## config.mk

```make
export PLATFORM = sky130hd
export DESIGN_NAME = seq_chk_core
export DESIGN_NICKNAME = d
export VERILOG_FILES = /design/src/rtl/seq_chk_pkg.sv /design/src/rtl/seq_chk_core.sv
export SDC_FILE = /design/constraint.sdc
export NUM_CORES = 1
export LEC_CHECK = 0
export BUFFER_PORTS_ARGS = -buffer_cell sky130_fd_sc_hd__buf_2
export CORE_ASPECT_RATIO = 1.25
export CORE_MARGIN = 1.5
export CORE_UTILIZATION = 50
export CTS_CLUSTER_DIAMETER = 120
export DETAILED_ROUTE_END_ITERATION = 12
export PLACE_DENSITY_LB_ADDON = 0.25
export SLEW_MARGIN = 20
export SYNTH_ARGS = -nofsm -noshare
export SYNTH_HDL_FRONTEND = slang
export SYNTH_SLANG_ARGS = --single-unit
```

## constraint.sdc

```tcl
create_clock -name clk -period 1.7 [get_ports clk]
set_input_delay 0 -clock clk [delete_from_list [all_inputs] [get_ports clk]]
set_output_delay 0 -clock clk [all_outputs]
set_load 0.005 [all_outputs]
```

## src/rtl/seq_chk_pkg.sv

```systemverilog
// Shared types and constants for the counter-stream sequence checker.
// Holds the FSM encoding, display-select codes and uio pin layout.
package seq_chk_pkg;

    typedef enum logic [1:0] {
        IDLE   = 2'd0,
        SYNC   = 2'd1,
        LOCKED = 2'd2
    } seq_state_e;

    localparam logic [1:0] SEL_ERR  = 2'd0;
    localparam logic [1:0] SEL_EXP  = 2'd1;
    localparam logic [1:0] SEL_STAT = 2'd2;
    localparam logic [1:0] SEL_BAD  = 2'd3;

    localparam int UIO_VALID_BIT  = 0;
    localparam int UIO_CLR_BIT    = 1;
    localparam int UIO_LOCKED_BIT = 4;
    localparam int UIO_LOST_BIT   = 5;
    localparam int UIO_PULSE_BIT  = 6;
    localparam int UIO_SAT_BIT    = 7;

    localparam logic [7:0] UIO_OE_MASK = 8'hF0;

endpackage

```

## src/rtl/seq_chk_core.sv

```systemverilog
// Sequence-tracking core: lock FSM, flywheel expected value, match/miss
// run counters and the saturating error counter.
module seq_chk_core
    import seq_chk_pkg::*;
#(
    parameter int         LOCK_CNT = 4,
    parameter int         LOSS_CNT = 8,
    parameter logic [7:0] STEP     = 8'd1
) (
    input  logic       clk,
    input  logic       rst_n,
    input  logic       valid_i,
    input  logic       clr_i,
    input  logic [7:0] data_i,
    output seq_state_e state_o,
    output logic [7:0] expected_o,
    output logic [3:0] miss_run_o,
    output logic [7:0] err_cnt_o,
    output logic       lost_o,
    output logic       err_pulse_o,
    output logic       bad_event_o
);

    localparam logic [3:0] LOCK_LIM = 4'(LOCK_CNT);
    localparam logic [3:0] LOSS_LIM = 4'(LOSS_CNT);

    seq_state_e state_q, state_d;
    logic [7:0] expected_q, expected_d;
    logic [3:0] match_cnt_q, match_cnt_d;
    logic [3:0] miss_run_q, miss_run_d;
    logic [7:0] err_cnt_q, err_cnt_d;
    logic       lost_q, lost_d;
    logic       err_pulse_q, err_pulse_d;
    logic       bad_event;
    logic       hit;

    assign hit = (data_i == expected_q);

    always_comb begin
        state_d     = state_q;
        expected_d  = expected_q;
        match_cnt_d = match_cnt_q;
        miss_run_d  = miss_run_q;
        err_cnt_d   = err_cnt_q;
        lost_d      = lost_q;
        err_pulse_d = 1'b0;
        bad_event   = 1'b0;
        if (valid_i) begin
            unique case (state_q)
                IDLE: begin
                    expected_d  = data_i + STEP;
                    match_cnt_d = 4'd0;
                    state_d     = SYNC;
                end
                SYNC: begin
                    if (hit) begin
                        match_cnt_d = match_cnt_q + 4'd1;
                        expected_d  = expected_q + STEP;
                        if (match_cnt_q + 4'd1 == LOCK_LIM) begin
                            state_d    = LOCKED;
                            miss_run_d = 4'd0;
                        end
                    end else begin
                        expected_d  = data_i + STEP;
                        match_cnt_d = 4'd0;
                    end
                end
                LOCKED: begin
                    expected_d = expected_q + STEP;
                    if (hit) begin
                        miss_run_d = 4'd0;
                    end else begin
                        bad_event   = 1'b1;
                        err_pulse_d = 1'b1;
                        miss_run_d  = miss_run_q + 4'd1;
                        if (err_cnt_q != 8'hFF) err_cnt_d = err_cnt_q + 8'd1;
                        // Too many misses in a row: drop lock and resync on this sample.
                        if (miss_run_q + 4'd1 == LOSS_LIM) begin
                            lost_d      = 1'b1;
                            state_d     = SYNC;
                            expected_d  = data_i + STEP;
                            match_cnt_d = 4'd0;
                        end
                    end
                end
                default: state_d = IDLE;
            endcase
        end
        if (clr_i) begin
            err_cnt_d = 8'd0;
            lost_d    = 1'b0;
        end
    end

    always_ff @(posedge clk) begin
        if (!rst_n) begin
            state_q     <= IDLE;
            expected_q  <= 8'd0;
            match_cnt_q <= 4'd0;
            miss_run_q  <= 4'd0;
            err_cnt_q   <= 8'd0;
            lost_q      <= 1'b0;
            err_pulse_q <= 1'b0;
        end else begin
            state_q     <= state_d;
            expected_q  <= expected_d;
            match_cnt_q <= match_cnt_d;
            miss_run_q  <= miss_run_d;
            err_cnt_q   <= err_cnt_d;
            lost_q      <= lost_d;
            err_pulse_q <= err_pulse_d;
        end
    end

    assign state_o     = state_q;
    assign expected_o  = expected_q;
    assign miss_run_o  = miss_run_q;
    assign err_cnt_o   = err_cnt_q;
    assign lost_o      = lost_q;
    assign err_pulse_o = err_pulse_q;
    assign bad_event_o = bad_event;

endmodule

```

Yosys cells after proc, flatten, opt, wreduce, memory -nomap -nowiden
Index checks and enable logic that the tools add are counted.
- add/subtract/negate cells: 5
- muxes and demuxes: 20
- reductions and logical operators: 10
- bitwise logic cells: 2
- equality and inequality tests: 10
- operators by type and width (operator ; count):
    8-bit by 1-bit adder with 8-bit output (second input constant) ; 3
    4-bit two-way mux ; 6
    8-bit two-way mux ; 3
    8-bit one-hot mux with 3 select lines ; 1
    4-bit AND reduction ; 4
    4-bit one-hot mux with 3 select lines ; 1
    4-bit by 1-bit adder with 4-bit output (second input constant) ; 2
    8-bit == test ; 1
    2-bit two-way mux ; 4
    2-bit inequality test (second input constant) ; 4
    8-bit inequality test (second input constant) ; 1
    4-bit one-hot mux with 2 select lines ; 1
    2-bit one-hot mux with 3 select lines ; 1
    5-bit AND reduction ; 1
    4-bit by 3-bit == test with 1-bit output (second input constant) ; 1
    4-bit == test (second input constant) ; 1
    1-bit two-way mux ; 3
    3-bit nonzero test ; 1
    2-bit by 1-bit == test with 1-bit output (second input constant) ; 1
    2-bit == test (second input constant) ; 1
    2-bit logical NOT ; 1
    1-bit NOT ; 2
    2-bit AND reduction ; 1
    2-bit nonzero test ; 1
    2-bit OR reduction ; 1
- bits in registers: 28
- input bits: 12

Logic depth before layout (Yosys ltp)
- depth in word-level cells: 5
- mapped depth: 7

Worst setup path after synthesis
Ideal clock, no wire load.
- kind: reg-to-reg
- from: register match_cnt_q[0]
- to: register miss_run_q[3], in the netlist miss_run_o[3]
- arrival: 1821 ps
- setup time: 75 ps
- data required time: 1625 ps
- buffers on the path: 0
- path slack: -196 ps
- stages on the path, launching flop included: 7
- path through: dfxtp_1 ha_1 xnor2_1 a2111oi_4 a31oi_1 or4_1 o22ai_1
- word-level cells in the longest chain between the ends: 4
- ends and longest elaborated chain (item ; line ; RTL):
    start: declaration ; seq_chk_core.sv:29 ; logic [3:0] match_cnt_q, match_cnt_d;
    start signal: assignment ; seq_chk_core.sv:107 ; match_cnt_q <= match_cnt_d;
    4-bit by 1-bit adder with 4-bit output ; seq_chk_core.sv:59 ; if (match_cnt_q + 4'd1 == LOCK_LIM) begin
    4-bit by 3-bit == test with 1-bit output ; seq_chk_core.sv:59 ;
    2-bit inequality test (no line) ; n/a ;
    4-bit AND reduction (no line) ; n/a ;
    end signal: assignment ; seq_chk_core.sv:108 ; miss_run_q <= miss_run_d;
    end: declaration ; seq_chk_core.sv:30 ; logic [3:0] miss_run_q, miss_run_d;
Every way passes these cells.
A chain may end at the register's enable or synchronous reset.

Worst setup path after layout
Same ends and word-level chain as after synthesis.

==> impl_metrics.py <==
metrics = {
    "logic_synthesis": {
        "synth_edf_count": 0,
        "syn_avg_cell_area_um2": 7.89,
        "yosysTopAreaCellShare_pct": 27.9,
        "synth_flop_cell": "dfxtp_1",
        "syn_inst": 255,
        "synth-seq-cells": 28,
        "yosys-top-cells-count": "28 x dfxtp_1, 24 x nand2_1, 19 x a21oi_1, 17 x nand3_1",
        "synth_area_mm2": 0.00201,
        "ys_top_cells_by_area": "dfxtp_1 28%, xnor2_1 7.0%, ha_1 6.2%",
        "async_flop_share_pct": 0,
        "synth.distinct_cells": 54,
        "synth_nets": 277,
        "seq_area_frac_synth_pct": 27.9,
        "synth_warnings": 0,
        "yosysTopAreaCell": "dfxtp_1",
        "yosysMostFrequentCell": "dfxtp_1",
    },
    "finish": {
        "final_net_count": 371,
        "fin_cells": 402,
        "post_route_cells_drive_above_1_share_pct": 46.3,
        "fin_area_mm2": 0.00301,
        "antenna_cells": 0,
        "fin_util_pct": 78.8,
        "n_fill_cell": 258,
        "area_growth_pct": 49.5,
    },
    "sta": {
        "holdWs_ns": 0.0252,
        "period_share_pct": 112,
        "final.min_clock_period_ns": 1.90,
        "fmax_ghz": 0.526,
        "rsz0062_at_grt": "yes",
        "slew_headroom_pct": 76.7,
        "finalHoldViolCount": 0,
        "setup_viol": 2,
        "worst_pin_slew_ns": 0.350,
        "drv_slew": 0,
        "finalWorstSetupSlack_ns": -0.201,
        "fin_skew_ns": 0.00372,
        "tns_ns": -0.239,
    },
    "drt": {
        "vias": 2456,
        "drc_errors": 0,
        "wl_per_cell_um": 16.9,
        "wirelength_um": 6780,
        "drt_first_iter_violations": 160,
        "drt_pass1_iterations": 4,
        "routed_via_density": 6.11,
        "postRouteAntennaNets": 0,
    },
    "worst_setup_path": {
        "regToRegEndpoint": "miss_run_o[3]$_SDFFE_PN0P_",
        "reg2reg_depth": 5,
        "crit_type": "register to register",
        "crit_start": "match_cnt_q[0]$_SDFFE_PN0P_",
        "crit_path_max_incr_delay_ns": 0.44,
        "reg2reg_from": "match_cnt_q[0]$_SDFFE_PN0P_",
        "crit_family": "compound AO/OA/AOI/OAI gates",
        "worstPathCellList": "a31o_4 > a2111oi_4 > a31oi_2 > or4_1 > o22ai_1",
        "rrSetupSlack_ns": -0.20,
        "worst_path_max_delay_cell": "or4_1",
        "end_kind": "register",
        "cp-start-kind": "register",
        "timing.critical_path.buf_inv": 0,
        "crit_fanout": 6,
        "required_ns": 1.90,
        "cp.arrival_ns": 2.10,
    },
    "power": {
        "powerDensity_mw_per_mm2": 651,
        "power_mw": 1.96,
        "leakage_nw": 1.24,
        "ir_drop_v": 0.000412,
    },
    "global_routing": {
        "grt_max_degree": 20,
        "overflow": 0,
        "grt_pass1_wl_um": 9850,
        "first_global_vias": 2260,
        "antenna_found_initial": 0,
        "grt_usage_pct": 28.5,
    },
    "place": {
        "placed_cell_area_mm2": 0.00266,
        "dp_slack_ns": -0.176,
        "place_inst": 389,
        "hpwl_um": 4590,
        "port_buffers": 36,
        "gp_congestion": 0.966,
    },
    "floorplan": {
        "die_h_um": 73.9,
        "rows": 25,
        "core-area_mm2": 0.00382,
        "die_x_um": 59.7,
        "initial_core_util_pct": 52.7,
        "io_pins": 37,
        "die_area_mm2": 0.00442,
    },
    "cts": {
        "h-tree-depth": 1,
        "cts_root_buffer": "clkbuf_8",
        "cts_buffer_depth": 2,
        "cts_buffers": 3,
        "cts_tree": "yes",
        "clkTransAtPathRegs_ns": 0.10,
        "clkLatencyLatePin_ns": 0.28,
        "clkSinkCount": 28,
    },
    "min_path": {
        "min_path_cells": 4,
        "holdCritPathClass": "primary input to register",
        "worstHoldStart": "clr_i",
        "hold_path_end": "err_cnt_o[1]$_SDFFE_PP0P_",
    },
    "outcome": {
        "status": "complete, but fails checks",
        "violations": "negative setup slack",
    },
    "job": {
        "maxCapViolations": 0,
    },
}
worst min-delay path: stages:
cell and delay, ns:
buf_2 0.08, nor2_1 0.06, nand4_1 0.09, nand2_1 0.05
timing repair:
item                       in CTS  in global routing
hold endpoints to repair        0                  0
buffers inserted                2                  7
hold buffers                    0                  0
pin swaps                       4                 15
setup endpoints to repair      17                 22
gates resized for setup        10                 48
how the worst max path moves through the flow:
stage | end | slack, ns | cells after the start
after floorplan | miss_run_o[3]$_SDFFE_PN0P_ | -0.04 | 6
after global placement | miss_run_o[3]$_SDFFE_PN0P_ | -0.10 | 7
after detailed placement | miss_run_o[3]$_SDFFE_PN0P_ | -0.18 | 7
after CTS | miss_run_o[3]$_SDFFE_PN0P_ | -0.12 | 5
after global routing | miss_run_o[3]$_SDFFE_PN0P_ | -0.25 | 7
final | miss_run_o[3]$_SDFFE_PN0P_ | -0.20 | 5
registers in the layout, indices dropped and copies added (netlist names):
register and cells:
match_cnt_q 4, err_cnt_o 8, err_pulse_o 1, state_o 2, lost_o 1, miss_run_o 4, expected_o 8
layout make-up:
cell class / instances / area (µm²) / area share [%]
flip-flops and latches: 28 / 583 / 19.4
multi-input cells: 206 / 1610 / 53.5
well taps: 54 / 67.6 / 2.25
clock buffers: 4 / 45.0 / 1.50
inverters: 9 / 36.3 / 1.21
repair buffers: 101 / 668 / 22.2
metal layers:
metal / track usage (%) / up-vias / routed length [µm]
li1: - / 1153 / -
met1: 33.8 / 1163 / 2720
met2: 51.0 / 111 / 3470
met3: 2.46 / 29 / 359
met4: 13.1 / 0 / 226
met5: 0 / - / 0
logic make-up after synthesis:
kind of cell               after synthesis  synth area share, %
and+or+nand+nor                        100                 25.7
adders and majority gates               10                 6.22
xor gates and xnor gates                19                 8.27
AOI/OAI and AO/OA                       74                 26.0
muxes                                    3                 1.49
DFF                                     28                 27.9
buffers and inverters                   21                 4.48
where the power goes:
part | leakage, nW | internal [mW] | switching, mW
Combinational | 0.984 | 0.385 | 0.447
Clock | 0.0228 | 0.168 | 0.218
Sequential | 0.234 | 0.695 | 0.0428
Total | 1.24 | 1.25 | 0.708
cell usage in the layout (no fill, tap or decap), types with 4 or more instances in the layout:
cell type / instances
nor2_1: 14
inv_1: 5
a21oi_1: 13
o21ai_0: 9
xnor2_1: 8
a21oi_2: 5
nand3_1: 17
nand2_1: 22
ha_1: 5
nor3_1: 7
nand3b_1: 4
dfxtp_2: 9
buf_2: 36
dfxtp_1: 16
nand4_1: 10
o21ai_1: 5
xnor2_2: 7
buf_4: 65
Power figures use the tool's default switching activity.
